## src/rtl/stereo_fifo_arbiter.sv

```systemverilog
// stereo_fifo_arbiter: holds one PCM sample per channel and serialises them,
// round-robin, into a downstream byte FIFO (low byte first, then high byte).
// Optional macro CHANNEL_TAG_EN prefixes each sample with a tag byte
// (0xA0 left, 0xA1 right); when undefined, samples are two bytes.
module stereo_fifo_arbiter #(
  parameter int unsigned DROP_CNT_W = 16
) (
  input  logic                  clk,
  input  logic                  rst,
  input  logic                  enable_i,
  input  logic [15:0]           l_pcm_i,
  input  logic                  l_valid_i,
  input  logic [15:0]           r_pcm_i,
  input  logic                  r_valid_i,
  input  logic                  fifo_full_i,
  output logic                  fifo_wr_en_o,
  output logic [7:0]            fifo_write_data_o,
  output logic                  l_pending_o,
  output logic                  r_pending_o,
  output logic [DROP_CNT_W-1:0] drop_cnt_o
);

  localparam int unsigned SAMPLE_W = 16;
  localparam int unsigned BYTE_W   = 8;
  localparam int unsigned SUM_W    = DROP_CNT_W + 1;
  localparam logic [DROP_CNT_W-1:0] DROP_MAX = '1;

`ifdef CHANNEL_TAG_EN
  localparam logic [BYTE_W-1:0] TAG_L = 8'hA0;
  localparam logic [BYTE_W-1:0] TAG_R = 8'hA1;
  typedef enum logic [1:0] {IDLE, HDR, LO, HI} state_t;
`else
  typedef enum logic [1:0] {IDLE, LO, HI} state_t;
`endif

  state_t              state, state_nxt;
  logic                l_pending, r_pending;
  logic [SAMPLE_W-1:0] l_hold, r_hold;
  logic [SAMPLE_W-1:0] shift, shift_nxt;
  logic                last_right;
  logic                grant_l, grant_r;
  logic                wr_en_nxt;
  logic [BYTE_W-1:0]   data_nxt;
  logic                l_take, r_take, l_drop, r_drop;
  logic [SUM_W-1:0]    drop_sum;

  assign l_pending_o = l_pending;
  assign r_pending_o = r_pending;

  // Capture/drop decisions; a grant in the same cycle frees the slot for the new sample.
  always_comb begin
    l_take   = l_valid_i & enable_i & (~l_pending | grant_l);
    r_take   = r_valid_i & enable_i & (~r_pending | grant_r);
    l_drop   = l_valid_i & enable_i & l_pending & ~grant_l;
    r_drop   = r_valid_i & enable_i & r_pending & ~grant_r;
    drop_sum = {1'b0, drop_cnt_o} + SUM_W'(l_drop) + SUM_W'(r_drop);
  end

  // Next-state, grant and registered-output decode.
  always_comb begin
    state_nxt = state;
    wr_en_nxt = 1'b0;
    data_nxt  = fifo_write_data_o;
    shift_nxt = shift;
    grant_l   = 1'b0;
    grant_r   = 1'b0;
    case (state)
      IDLE: begin
        if (l_pending && (!r_pending || last_right)) grant_l = 1'b1;
        else if (r_pending)                          grant_r = 1'b1;
        if (grant_l || grant_r) begin
          shift_nxt = grant_l ? l_hold : r_hold;
`ifdef CHANNEL_TAG_EN
          state_nxt = HDR;
`else
          state_nxt = LO;
`endif
        end
      end
`ifdef CHANNEL_TAG_EN
      HDR: if (!fifo_full_i) begin
        wr_en_nxt = 1'b1;
        data_nxt  = last_right ? TAG_R : TAG_L;
        state_nxt = LO;
      end
`endif
      LO: if (!fifo_full_i) begin
        wr_en_nxt = 1'b1;
        data_nxt  = shift[BYTE_W-1:0];
        shift_nxt = {BYTE_W'(0), shift[SAMPLE_W-1:BYTE_W]};
        state_nxt = HI;
      end
      HI: if (!fifo_full_i) begin
        wr_en_nxt = 1'b1;
        data_nxt  = shift[BYTE_W-1:0];
        state_nxt = IDLE;
      end
      default: state_nxt = IDLE;
    endcase
  end

  // State, shift register and byte-write outputs.
  always_ff @(posedge clk or posedge rst) begin
    if (rst) begin
      state             <= IDLE;
      shift             <= '0;
      fifo_wr_en_o      <= 1'b0;
      fifo_write_data_o <= '0;
    end else begin
      state             <= state_nxt;
      shift             <= shift_nxt;
      fifo_wr_en_o      <= wr_en_nxt;
      fifo_write_data_o <= data_nxt;
    end
  end

  // Round-robin memory: remembers which channel was granted last.
  always_ff @(posedge clk or posedge rst) begin
    if (rst)          last_right <= 1'b1;
    else if (grant_l) last_right <= 1'b0;
    else if (grant_r) last_right <= 1'b1;
  end

  // Per-channel holding registers and pending flags.
  always_ff @(posedge clk or posedge rst) begin
    if (rst) begin
      l_pending <= 1'b0;
      r_pending <= 1'b0;
      l_hold    <= '0;
      r_hold    <= '0;
    end else begin
      if (l_take) begin
        l_pending <= 1'b1;
        l_hold    <= l_pcm_i;
      end else if (grant_l) begin
        l_pending <= 1'b0;
      end
      if (r_take) begin
        r_pending <= 1'b1;
        r_hold    <= r_pcm_i;
      end else if (grant_r) begin
        r_pending <= 1'b0;
      end
    end
  end

  // Saturating count of samples lost to overrun.
  always_ff @(posedge clk or posedge rst) begin
    if (rst)                     drop_cnt_o <= '0;
    else if (drop_sum[SUM_W-1])  drop_cnt_o <= DROP_MAX;
    else                         drop_cnt_o <= drop_sum[DROP_CNT_W-1:0];
  end

endmodule

```

## config.mk

```make
export PLATFORM = sky130hd
export DESIGN_NAME = stereo_fifo_arbiter
export DESIGN_NICKNAME = d
export VERILOG_FILES = /design/src/rtl/stereo_fifo_arbiter.sv
export SDC_FILE = /design/constraint.sdc
export NUM_CORES = 1
export LEC_CHECK = 0
export CAP_MARGIN = 10
export CELL_PAD_IN_SITES_DETAIL_PLACEMENT = 1
export CELL_PAD_IN_SITES_GLOBAL_PLACEMENT = 2
export CORE_UTILIZATION = 34
export CTS_CLUSTER_SIZE = 10
export DETAILED_ROUTE_END_ITERATION = 7
export PLACE_DENSITY = 0.76
export RECOVER_POWER = 25
export SETUP_SLACK_MARGIN = 0.15
export SLEW_MARGIN = 5
export SYNTH_ARGS = -nofsm -noshare
export SYNTH_HDL_FRONTEND = slang
export SYNTH_SLANG_ARGS = --single-unit
```

## constraint.sdc

```tcl
create_clock -name clk -period 2.83 [get_ports clk]
set_input_delay 0.4245 -clock clk [delete_from_list [all_inputs] [get_ports clk]]
set_output_delay 0.4245 -clock clk [all_outputs]
set_load 0.01 [all_outputs]
```

-- Yosys cells after proc, flatten, opt, wreduce, memory -nomap -nowiden
Cells that the tools add are included.
- word-level logic and storage cells: 69
- bits in registers: 78
- equality and inequality tests: 5
- mux-type cells: 24
- add/sub/neg operators: 2
- bitwise gates (word level): 15
- reductions and logical operators: 13
- operators with widths (operator ; number):
    $mux 16 ; 4
    $pmux 16 s2 ; 1
    $add 16x1->17 ; 1
    $add 17x1->17 ; 1
    $mux 1 ; 15
    $and 1x1->1 ; 8
    $reduce_bool 2->1 ; 4
    $mux 2 ; 3
    $ne 2x2->1 const B ; 3
    $pmux 2 s3 ; 1
    $reduce_and 3->1 ; 2
    $not 1->1 ; 5
    $eq 2x1->1 const B ; 1
    $eq 2x2->1 const B ; 1
    $logic_not 2->1 ; 1
    $logic_or 1x1->1 ; 2
    $or 1x1->1 ; 2
    $reduce_and 2->1 ; 1
    $reduce_or 2->1 ; 1
    $logic_and 1x1->1 ; 1
    $logic_not 1->1 ; 1

-- Longest topological paths before layout
Gate-level depths: netlist (run 1).
- word-level depth: 11
- gate-level depth with buffers: 13

-- Worst setup path after synthesis (run 1)
Ideal clock, no wire load.
- path type: reg2reg
- start point: reg state[0]
- end point: reg drop_cnt_o[13]
- buffers on the path: 2
- data required time: 2.762 ns
- slack: 0.257 ns
- stages on the path, launching flop included: 14
- clock period less this slack: 2.573 ns
- data arrival time: 2.505 ns
- cells stage by stage: dfrtp_1 > inv_1 > ha_1 > clkbuf_2 > nand2_1 > nand2_1 > nor2_1 > fa_1 > ha_1 > nand4_1 > nor3_2 > nand3_1 > clkbuf_1 > nand2_1
- word-level cells in the longest chain between the ends: 7
- RTL lines (item ; line ; RTL):
    start: declaration ; 36 ; state_t state, state_nxt;
    start signal: assignment ; 110 ; state <= state_nxt;
    $logic_not 2->1 * ; 67 ; case (state)
    $mux 1 ; 67 ;
    $not 1->1 ; 54 ; l_drop = l_valid_i & enable_i & l_pending & ~grant_l;
    $and 1x1->1 ; 54 ;
    $add 16x1->17 ; 56 ; drop_sum = {1'b0, drop_cnt_o} + SUM_W'(l_drop) + SUM_W'(r_drop);
    $add 17x1->17 * ; 56 ;
    $mux 16 * ; 150 ; else if (drop_sum[SUM_W-1]) drop_cnt_o <= DROP_MAX;
    end signal: assignment ; 151 ; else drop_cnt_o <= drop_sum[DROP_CNT_W-1:0];
    end: declaration ; 20 ; output logic [DROP_CNT_W-1:0] drop_cnt_o
Mark *: on every way between the ends. The rest lies on a longest branch, timed or not.
A chain may end at the register's enable or synchronous reset.

-- Worst setup path in the final report (run 1)
- start point: reg state[0]
- end point: reg drop_cnt_o[11]
The elaborated chain is that of the path after synthesis.

==> summary.md, run 1 <==
Timing would allow up to 0.405 GHz. After floorplanning, the core was sized to cover 9770 µm². The largest single stage delay on the critical path is 380 ps. Of all nets on the critical path, the largest fanout is 8.

The via count of the first global-routing pass is 2636, and the number of inserted diodes is 0. The tools report the total DRC errors in the routed layout as 0. The slowest stage of the critical path belongs to the cell sky130_fd_sc_hd__dfrtp_1. The kind of start point of the critical path was a flop.

The run gives 2469 as the number of vias after detailed routing. The proportion of synthesized flip-flops having asynchronous set or reset is 100%. The post-synthesis area per instance is 11.8 µm². The run gives 9 as the total CTS buffers. The power density of the placed cells works out to 1010 nW/µm². Of the cells placed in the final design, the portion with a size suffix greater than 1 is 22.8%. Counting every net in the synthesized netlist gives 333. Once the floorplan was initialized, standard cells occupied 35.0% of the core.

The fraction of the yosys area taken by sequential cells was 57.1%. The tools report the violation count after the first detailed-routing iteration as 44. The class of the worst hold path is flop to flop. Counting every sink on the clock net gives 78. The logs give 0 ps for the final-layout setup total negative slack and 54 for the largest net degree at the start of global routing.

Prevailing post-synth register cell: sky130_fd_sc_hd__dfrtp_1. The clock-pin slew of the registers on the worst-case setup and hold paths is 80 ps. The critical setup path kind is flop to flop. After legalization and detailed placement, the total HPWL measured 5860 µm.

Clock latency on the worst-skew pair, taken at its later pin, is 350 ps. The number of buffers and inverters on the critical path is 2. The total I/O pin count is 65. Final worst-path cycle share: 87.3%.

Setup repair after global routing left no endpoint under its margin. The register bit total from synthesis is 78, and the die width is 102 µm. TritonCTS built the clock tree. IR analysis of the VDD net gives a maximum drop of 347 µV. The largest delay contributor family on the critical path was simple AND/OR/NAND/NOR gates. The run gives 0 as the initial antenna violation count.

Global routing finished with a remaining overflow of 0. The tools report the number of distinct library cell variants in the gate-level netlist after synthesis as 36. The run finished with clean final reports. The run gives 46.1% as the post-route core utilization. The critical path goes through inv_1 -> ha_2 -> nand2_1 -> nand2_1 -> nor2_2 -> fa_2 -> ha_1 -> nand4_1 -> nor3_4 -> nand3_2 -> buf_4 -> o21ai_0. At the pin with the least slew margin, the transition time is 966 ps.

The run gives 0 as the number of warnings printed during yosys synthesis. The cell that appears most often on the critical path is sky130_fd_sc_hd__nand2_1. The count of endpoints failing hold in the final timing report is 0, and the number of nets in the layout is 412.

Buffers placed on the I/O ports in this run total 64. At the worst endpoint, the arrival time is 2730 ps. The logs give 4 for the first-pass iteration count of the detailed router and 0 for the remaining number of nets flagged by the antenna check after routing. The first global-routing pass estimated 13400 µm of wire. The tightest hold path in the finished design has a slack of 476 ps. The run gives 0 as the number of endpoints failing setup at the final stage.

Buffer type at the clock tree root: sky130_fd_sc_hd__clkbuf_8. For the routability congestion estimate from global placement, the log shows 0.771. Element type at the critical path end: a flop.

The number of pins exceeding their max-slew limit in the final report is 0, and the required time of the critical path is 3090 ps. The worst pin sits at a relative slew slack of 35.5%. Max-cap violations in this run came to 0. The H-tree generated during clock tree synthesis spans 3 levels.

The static power due to leakage came out at 2.00 nW. The overall die area is 10500 µm², and the height of the die is 102 µm. After detailed routing, the average wire length per cell comes to 15.9 µm. The worst path in the final design needs a cycle of 2470 ps, including I/O delays and setup. Total routed wirelength: 8030 µm.

Clock skew on the completed layout was measured at 10.4 ps. The number of enable flip-flop cells after synthesis works out to 0. The number of vias per cell is 4.88, and the standard-cell row count is 36. The layout overhead on the synthesized area works out to 31.7%.

The count of mapped cells out of synthesis was 289. The logs give 3420 µm² for the area of the mapped netlist and 2 for the maximum buffer depth of the clock tree. Global routing used 17.3% of the available tracks across all layers.
cells by family (layout without fill, tap and decap cells):
family / count (synthesis) / in the layout / share of synthesized area (%)
AND/OR/NAND/NOR: 83 / 83 / 11.6
flip-flops: 78 / 78 / 57.1
multiplexers: 50 / 50 / 16.1
AO/OA/AOI/OAI: 47 / 47 / 8.27
buffers and inverters: 16 / 100 / 2.12
XOR/XNOR: 9 / 9 / 2.31
adder cells (fa/ha/maj): 6 / 6 / 2.41
final cells by class:
type,instances,area [µm²]
flip-flops and latches,78,1950
well taps,133,166
clock buffers,10,138
fillers,1079,5270
clock inverters,6,61.3
multi-input cells,195,1420
inverters,6,22.5
repair buffers,78,746
final timing paths:
check / depth (start not counted) / start / slack (ps) / endpoint
max in group asynchronous: 3 / rst / 760 / fifo_write_data_o[3]
max reg2reg: 12 / state[0] / 360 / drop_cnt_o[11]
min: 2 / shift[5] / 480 / shift[5]
min reg2reg: 2 / shift[5] / 480 / shift[5]
max: 12 / state[0] / 360 / drop_cnt_o[11]
min in group asynchronous: 2 / rst / 730 / l_hold[13]
per-stage QoR:
| step | std cells | worst slack, ps | area, µm² | total power, W |
|---|---|---|---|---|
| detailed placement | 489 | 116 | 4290 | 0.00376 |
| finish | 506 | 359 | 4500 | 0.00455 |
| floorplan | 289 | 257 | 3420 | 0.00300 |
| global route | 506 | 166 | 4500 | 0.00491 |
| CTS | 505 | 191 | 4490 | 0.00462 |
| global placement | 489 | 212 | 4290 | 0.00369 |
synthesized netlist by cell type, types with 2 or more instances:
library cell / n / share of area [%]
sky130_fd_sc_hd__dfrtp_1: 77 / 56
sky130_fd_sc_hd__nand2_1: 44 / 4.8
sky130_fd_sc_hd__mux2_2: 41 / 14
sky130_fd_sc_hd__o21ai_0: 28 / 4.1
sky130_fd_sc_hd__and3_1: 11 / 2.0
sky130_fd_sc_hd__mux2i_1: 9 / 2.6
sky130_fd_sc_hd__a211oi_1: 8 / 1.8
sky130_fd_sc_hd__nor2_1: 7 / 0.77
sky130_fd_sc_hd__xnor2_1: 7 / 1.8
sky130_fd_sc_hd__inv_1: 6 / 0.66
sky130_fd_sc_hd__nand3_1: 6 / 0.88
sky130_fd_sc_hd__ha_1: 5 / 1.8
sky130_fd_sc_hd__clkbuf_1: 4 / 0.44
sky130_fd_sc_hd__buf_2: 3 / 0.44
sky130_fd_sc_hd__nand2b_1: 3 / 0.55
sky130_fd_sc_hd__nand4_1: 3 / 0.55
sky130_fd_sc_hd__a21oi_1: 2 / 0.29
sky130_fd_sc_hd__a21oi_2: 2 / 0.51
sky130_fd_sc_hd__a31oi_1: 2 / 0.37
sky130_fd_sc_hd__buf_4: 2 / 0.44
sky130_fd_sc_hd__nor2b_1: 2 / 0.37
sky130_fd_sc_hd__o211ai_1: 2 / 0.44
sky130_fd_sc_hd__xor2_1: 2 / 0.51
power breakdown:
part | switching [W] | internal (W) | leakage (nW)
combinational | 0.000896 | 0.000940 | 0.933
sequential | 0.000282 | 0.00159 | 0.963
clock | 0.000408 | 0.000428 | 0.102
sequential cells by signal, indices dropped and copies added (netlist names), 2 cells and up:
signal / count
l_hold: 16
drop_cnt_o: 16
fifo_write_data_o: 8
state: 2
r_hold: 16
shift: 16
cell usage in the layout (no fill, tap or decap), types with 3 or more instances in the layout:
cell,n
sky130_fd_sc_hd__o21ai_0,28
sky130_fd_sc_hd__mux2i_1,9
sky130_fd_sc_hd__buf_4,13
sky130_fd_sc_hd__clkdlybuf4s50_1,63
sky130_fd_sc_hd__ha_1,4
sky130_fd_sc_hd__nand2_1,43
sky130_fd_sc_hd__nand4_1,3
sky130_fd_sc_hd__clkbuf_8,10
sky130_fd_sc_hd__inv_1,6
sky130_fd_sc_hd__mux2_2,41
sky130_fd_sc_hd__dfrtp_1,77
sky130_fd_sc_hd__a211oi_1,8
sky130_fd_sc_hd__and3_1,11
sky130_fd_sc_hd__nand2b_1,3
sky130_fd_sc_hd__nor2_1,5
sky130_fd_sc_hd__xnor2_1,7
sky130_fd_sc_hd__nand3_1,5
sky130_fd_sc_hd__clkinv_2,3
metal layers:
| metal | vias up | GRT usage [%] | part of all wire (%) |
|---|---|---|---|
| met4 | 0 | 4.95 | 1.2 |
| met3 | 6 | 4.79 | 4.8 |
| li1 | 1168 | - | - |
| met2 | 61 | 28.0 | 47 |
| met5 | - | 0 | 0 |
| met1 | 1234 | 22.7 | 47 |
timing repair:
item,in CTS,in global routing
cloned,0,0
buffers inserted,0,1
endpoints found under the hold margin,0,0
setup endpoints to repair,14,16
hold buffers,0,0
resized for setup,1,6
pin swaps,1,2
worst register-to-register path, stage by stage (launching register included):
cell	delay, ps
sky130_fd_sc_hd__dfrtp_1	380
sky130_fd_sc_hd__inv_1	90
sky130_fd_sc_hd__ha_2	250
sky130_fd_sc_hd__nand2_1	130
sky130_fd_sc_hd__nand2_1	100
sky130_fd_sc_hd__nor2_2	130
sky130_fd_sc_hd__fa_2	240
sky130_fd_sc_hd__ha_1	210
sky130_fd_sc_hd__nand4_1	180
sky130_fd_sc_hd__nor3_4	330
sky130_fd_sc_hd__nand3_2	110
sky130_fd_sc_hd__buf_4	170
sky130_fd_sc_hd__o21ai_0	70
Power figures use the tool's default switching activity.
==> inputs of run 2 (changes only) <==
--- a/config.mk
+++ b/config.mk
@@ -14,7 +14,6 @@
 export PLACE_DENSITY = 0.76
 export RECOVER_POWER = 25
 export SETUP_SLACK_MARGIN = 0.15
-export SLEW_MARGIN = 5
 export SYNTH_ARGS = -nofsm -noshare
 export SYNTH_HDL_FRONTEND = slang
 export SYNTH_SLANG_ARGS = --single-unit
==> results of run 2 <==
Final layout, timing and power as in run 1 (identical DEF).
==> inputs of run 3 (changes only) <==
--- a/config.mk
+++ b/config.mk
@@ -6,13 +6,12 @@
 export NUM_CORES = 1
 export LEC_CHECK = 0
 export CAP_MARGIN = 10
-export CELL_PAD_IN_SITES_DETAIL_PLACEMENT = 1
+export CELL_PAD_IN_SITES_DETAIL_PLACEMENT = 2
 export CELL_PAD_IN_SITES_GLOBAL_PLACEMENT = 2
 export CORE_UTILIZATION = 34
 export CTS_CLUSTER_SIZE = 10
 export DETAILED_ROUTE_END_ITERATION = 7
 export PLACE_DENSITY = 0.76
-export RECOVER_POWER = 25
 export SETUP_SLACK_MARGIN = 0.15
 export SYNTH_ARGS = -nofsm -noshare
 export SYNTH_HDL_FRONTEND = slang
==> summary.md, run 3 (same netlist as run 1, synthesis figures left out) <==
The run finished with clean final reports. TritonCTS built the clock tree. In the routed design, unresolved DRC markers number 0. Of all nets on the critical path, the largest fanout is 8.

The worst register-to-register path has a depth of 12. For this design the total switching power over the nets is 0.00165 W. The net count of the finished layout is 413. The cell type with the highest occurrence count on the critical path was sky130_fd_sc_hd__nand2_1. The final worst-path cycle share was 89.3%. Critical register-to-register path endpoint: drop_cnt_o[1]. The height of the die is 102 µm. The worst setup path is of the flop to flop kind. The standard-cell row count came out at 36. The first global-routing pass estimated 14800 µm of wire.

The power density of the placed cells came out at 1030 nW/µm². For this block, the routed nets add up to 9040 µm of wire. The detailed router finished its first iteration with 45 violations. The library cell used most frequently in the layout, excluding fill and tap cells, is sky130_fd_sc_hd__dfrtp_1. The total I/O pin count was 65; the time the final worst path needs with I/O delays and setup was 2530 ps. The run gives 0 as the initial antenna violation count. Input and output buffers added on the ports amount to 64. The final-layout setup total negative slack was 0 ps; the number of vias after detailed routing was 2514. For the worst setup path, the data arrival time is 2810 ps. The via count of the first global-routing pass was 2777; the overall die area was 10500 µm².

The die width was 102 µm; the insertion delay of the later-clocked pin in the worst-skew pair was 350 ps. After clock tree synthesis, the clock-pin slew on the worst setup and hold paths is 80 ps. Before antenna repair, the detailed router went through 4 iterations. Summed over all layers, the global routing overflow is 0. The critical path goes through inv_1 -> ha_4 -> nand2_1 -> nand2_1 -> nor2_1 -> fa_2 -> ha_1 -> nand4_1 -> nor3_4 -> nand3_1 -> buf_4 -> nand2b_1. The congestion estimate from routability-driven global placement came to 0.771. The tools report the final clock skew as 12.1 ps. The element type at the critical path end is a flop. The worst stage delay on the critical path was 380 ps. Once detail routing completed, the nets flagged for antenna violations numbered 0. At the worst endpoint, the required time is 3110 ps.

The run gives 0 as the count of endpoints failing hold in the final timing report. The peak clock frequency supported by timing was 0.395 GHz. The share of total power in sequential cells was 40.6%. The kind of start point of the critical path is a flop.

The root buffer cell chosen for the clock tree is sky130_fd_sc_hd__clkbuf_8. The static power due to leakage is 2.01 nW, and the internal power of the cells is 0.00300 W. The clock net in this run drives a total of 78 sinks. Setup repair after global routing left no endpoint under its margin.

The mean routed wirelength per cell was 17.8 µm. Layout cell share with drive strength beyond 1: 21.9%. The clock network accounts for 18.6% of the total power.

The tools report the placeable core region as 9770 µm². The number of inserted diodes came out at 0. The layout has 1015 filler cells. Global routing consumed, over all layers together, 19.3% of the routing resources. Measured against its own limit, the worst slew margin works out to 61.2%. For the maximum buffer depth of the clock tree, the log shows 2. Summed over all nets, the half-perimeter wirelength after detailed placement is 6480 µm.

Among cell families on the critical path, the largest total delay comes from simple AND/OR/NAND/NOR gates. The effective utilization at floorplan came out at 35.0%. For the number of endpoints failing setup at the final stage, the log shows 0. Leaving out fill and tap cells, the most frequent cells in the layout are 77 x sky130_fd_sc_hd__dfrtp_1, 64 x sky130_fd_sc_hd__clkdlybuf4s50_1, 44 x sky130_fd_sc_hd__nand2_1. The H-tree generated during clock tree synthesis spans 3 levels.

The total CTS buffers is 9, and the number of maximum-capacitance violations is 0. In the routed layout, each cell is associated on average with a via count of 4.96. In this run the critical register-to-register path is launched from state[0]. The critical path contains buffers and inverters numbering 2 combined. At the pin with the least slew margin, the transition time is 581 ps.

Net switching is 35.5% of the power. Entering global routing, the biggest net connects 54 pins. VDD sags by at most 333 µV. Relative to the synthesized area, the layout overhead comes to 32.4%. After clock tree synthesis, the flow added hold-fix buffers numbering 0. The min-delay analysis places its worst path in the category input pin to asynchronous set/reset pin. The number of pins exceeding their max-slew limit in the final report came out at 0. Combinational logic burns 40.7% of the power. Master of the slowest instance on the critical path: sky130_fd_sc_hd__dfrtp_1. Register-to-register setup slack: 300 ps.

Overall power consumption after layout is estimated at 0.00465 W.
==> run 3: repair_timing <==
| item | CTS | global route |
|---|---|---|
| pin swaps | 0 | 1 |
| buffers inserted | 0 | 2 |
| gates resized for setup | 2 | 3 |
| endpoints found under the setup margin | 14 | 16 |
==> run 3: per-layer routing <==
metal | up-vias | track usage (%) | share of wire [%]
li1 | 1170 | - | -
met5 | - | 0 | 0
met4 | 0 | 7.58 | 1.5
met2 | 50 | 31.0 | 50
met3 | 12 | 2.80 | 2.5
met1 | 1282 | 26.3 | 46
==> run 3: layout make-up <==
cell class,instances,area [µm²],area share [%]
clock buffers,13,159,3.51
multi-input cells,195,1420,31.3
inverters,6,22.5,0.498
well taps,133,166,3.68
repair buffers,79,766,16.9
clock inverters,3,42.5,0.940
flip-flops and latches,78,1950,43.1
==> run 3: how the worst max path moves through the flow <==
stage                     cells past startpoint  slack (ps)        endpoint      from
after floorplan                              13         260  drop_cnt_o[13]  state[0]
final                                        12         300   drop_cnt_o[1]  state[0]
after CTS                                    12         180   drop_cnt_o[6]  state[0]
after global routing                         12         120  drop_cnt_o[11]  state[0]
after global placement                       10         210  drop_cnt_o[11]  enable_i
after detailed placement                     10          90  drop_cnt_o[11]  enable_i
==> run 3: worst register-to-register path: cells and delay by family (launching register included) <==
kind                       cells  cell delay, ps
DFF                            1             380
and+or+nand+nor                7            1070
buffers and inverters          2             300
adders and majority gates      3             720
==> run 3: power by group through the flow <==
stage	combinational, W	sequential, W	clock (W)
after floorplan	0.00112	0.00187	0
after global placement	0.00181	0.00188	0
after detailed placement	0.00189	0.00191	0
after CTS	0.00192	0.00190	0.000891
after global routing	0.00212	0.00196	0.000941
final	0.00189	0.00189	0.000866
==> run 3: through the flow <==
stage	hold slack, ps	cell area (µm²)	std cells	utilization, %	setup WS [ps]
after floorplan	444	3420	289	-	257
after global placement	460	4290	489	43.9	212
after detailed placement	471	4290	489	43.9	92.9
after CTS	462	4500	505	46.0	177
after global routing	475	4530	507	46.3	120
final	445	4530	507	46.3	301
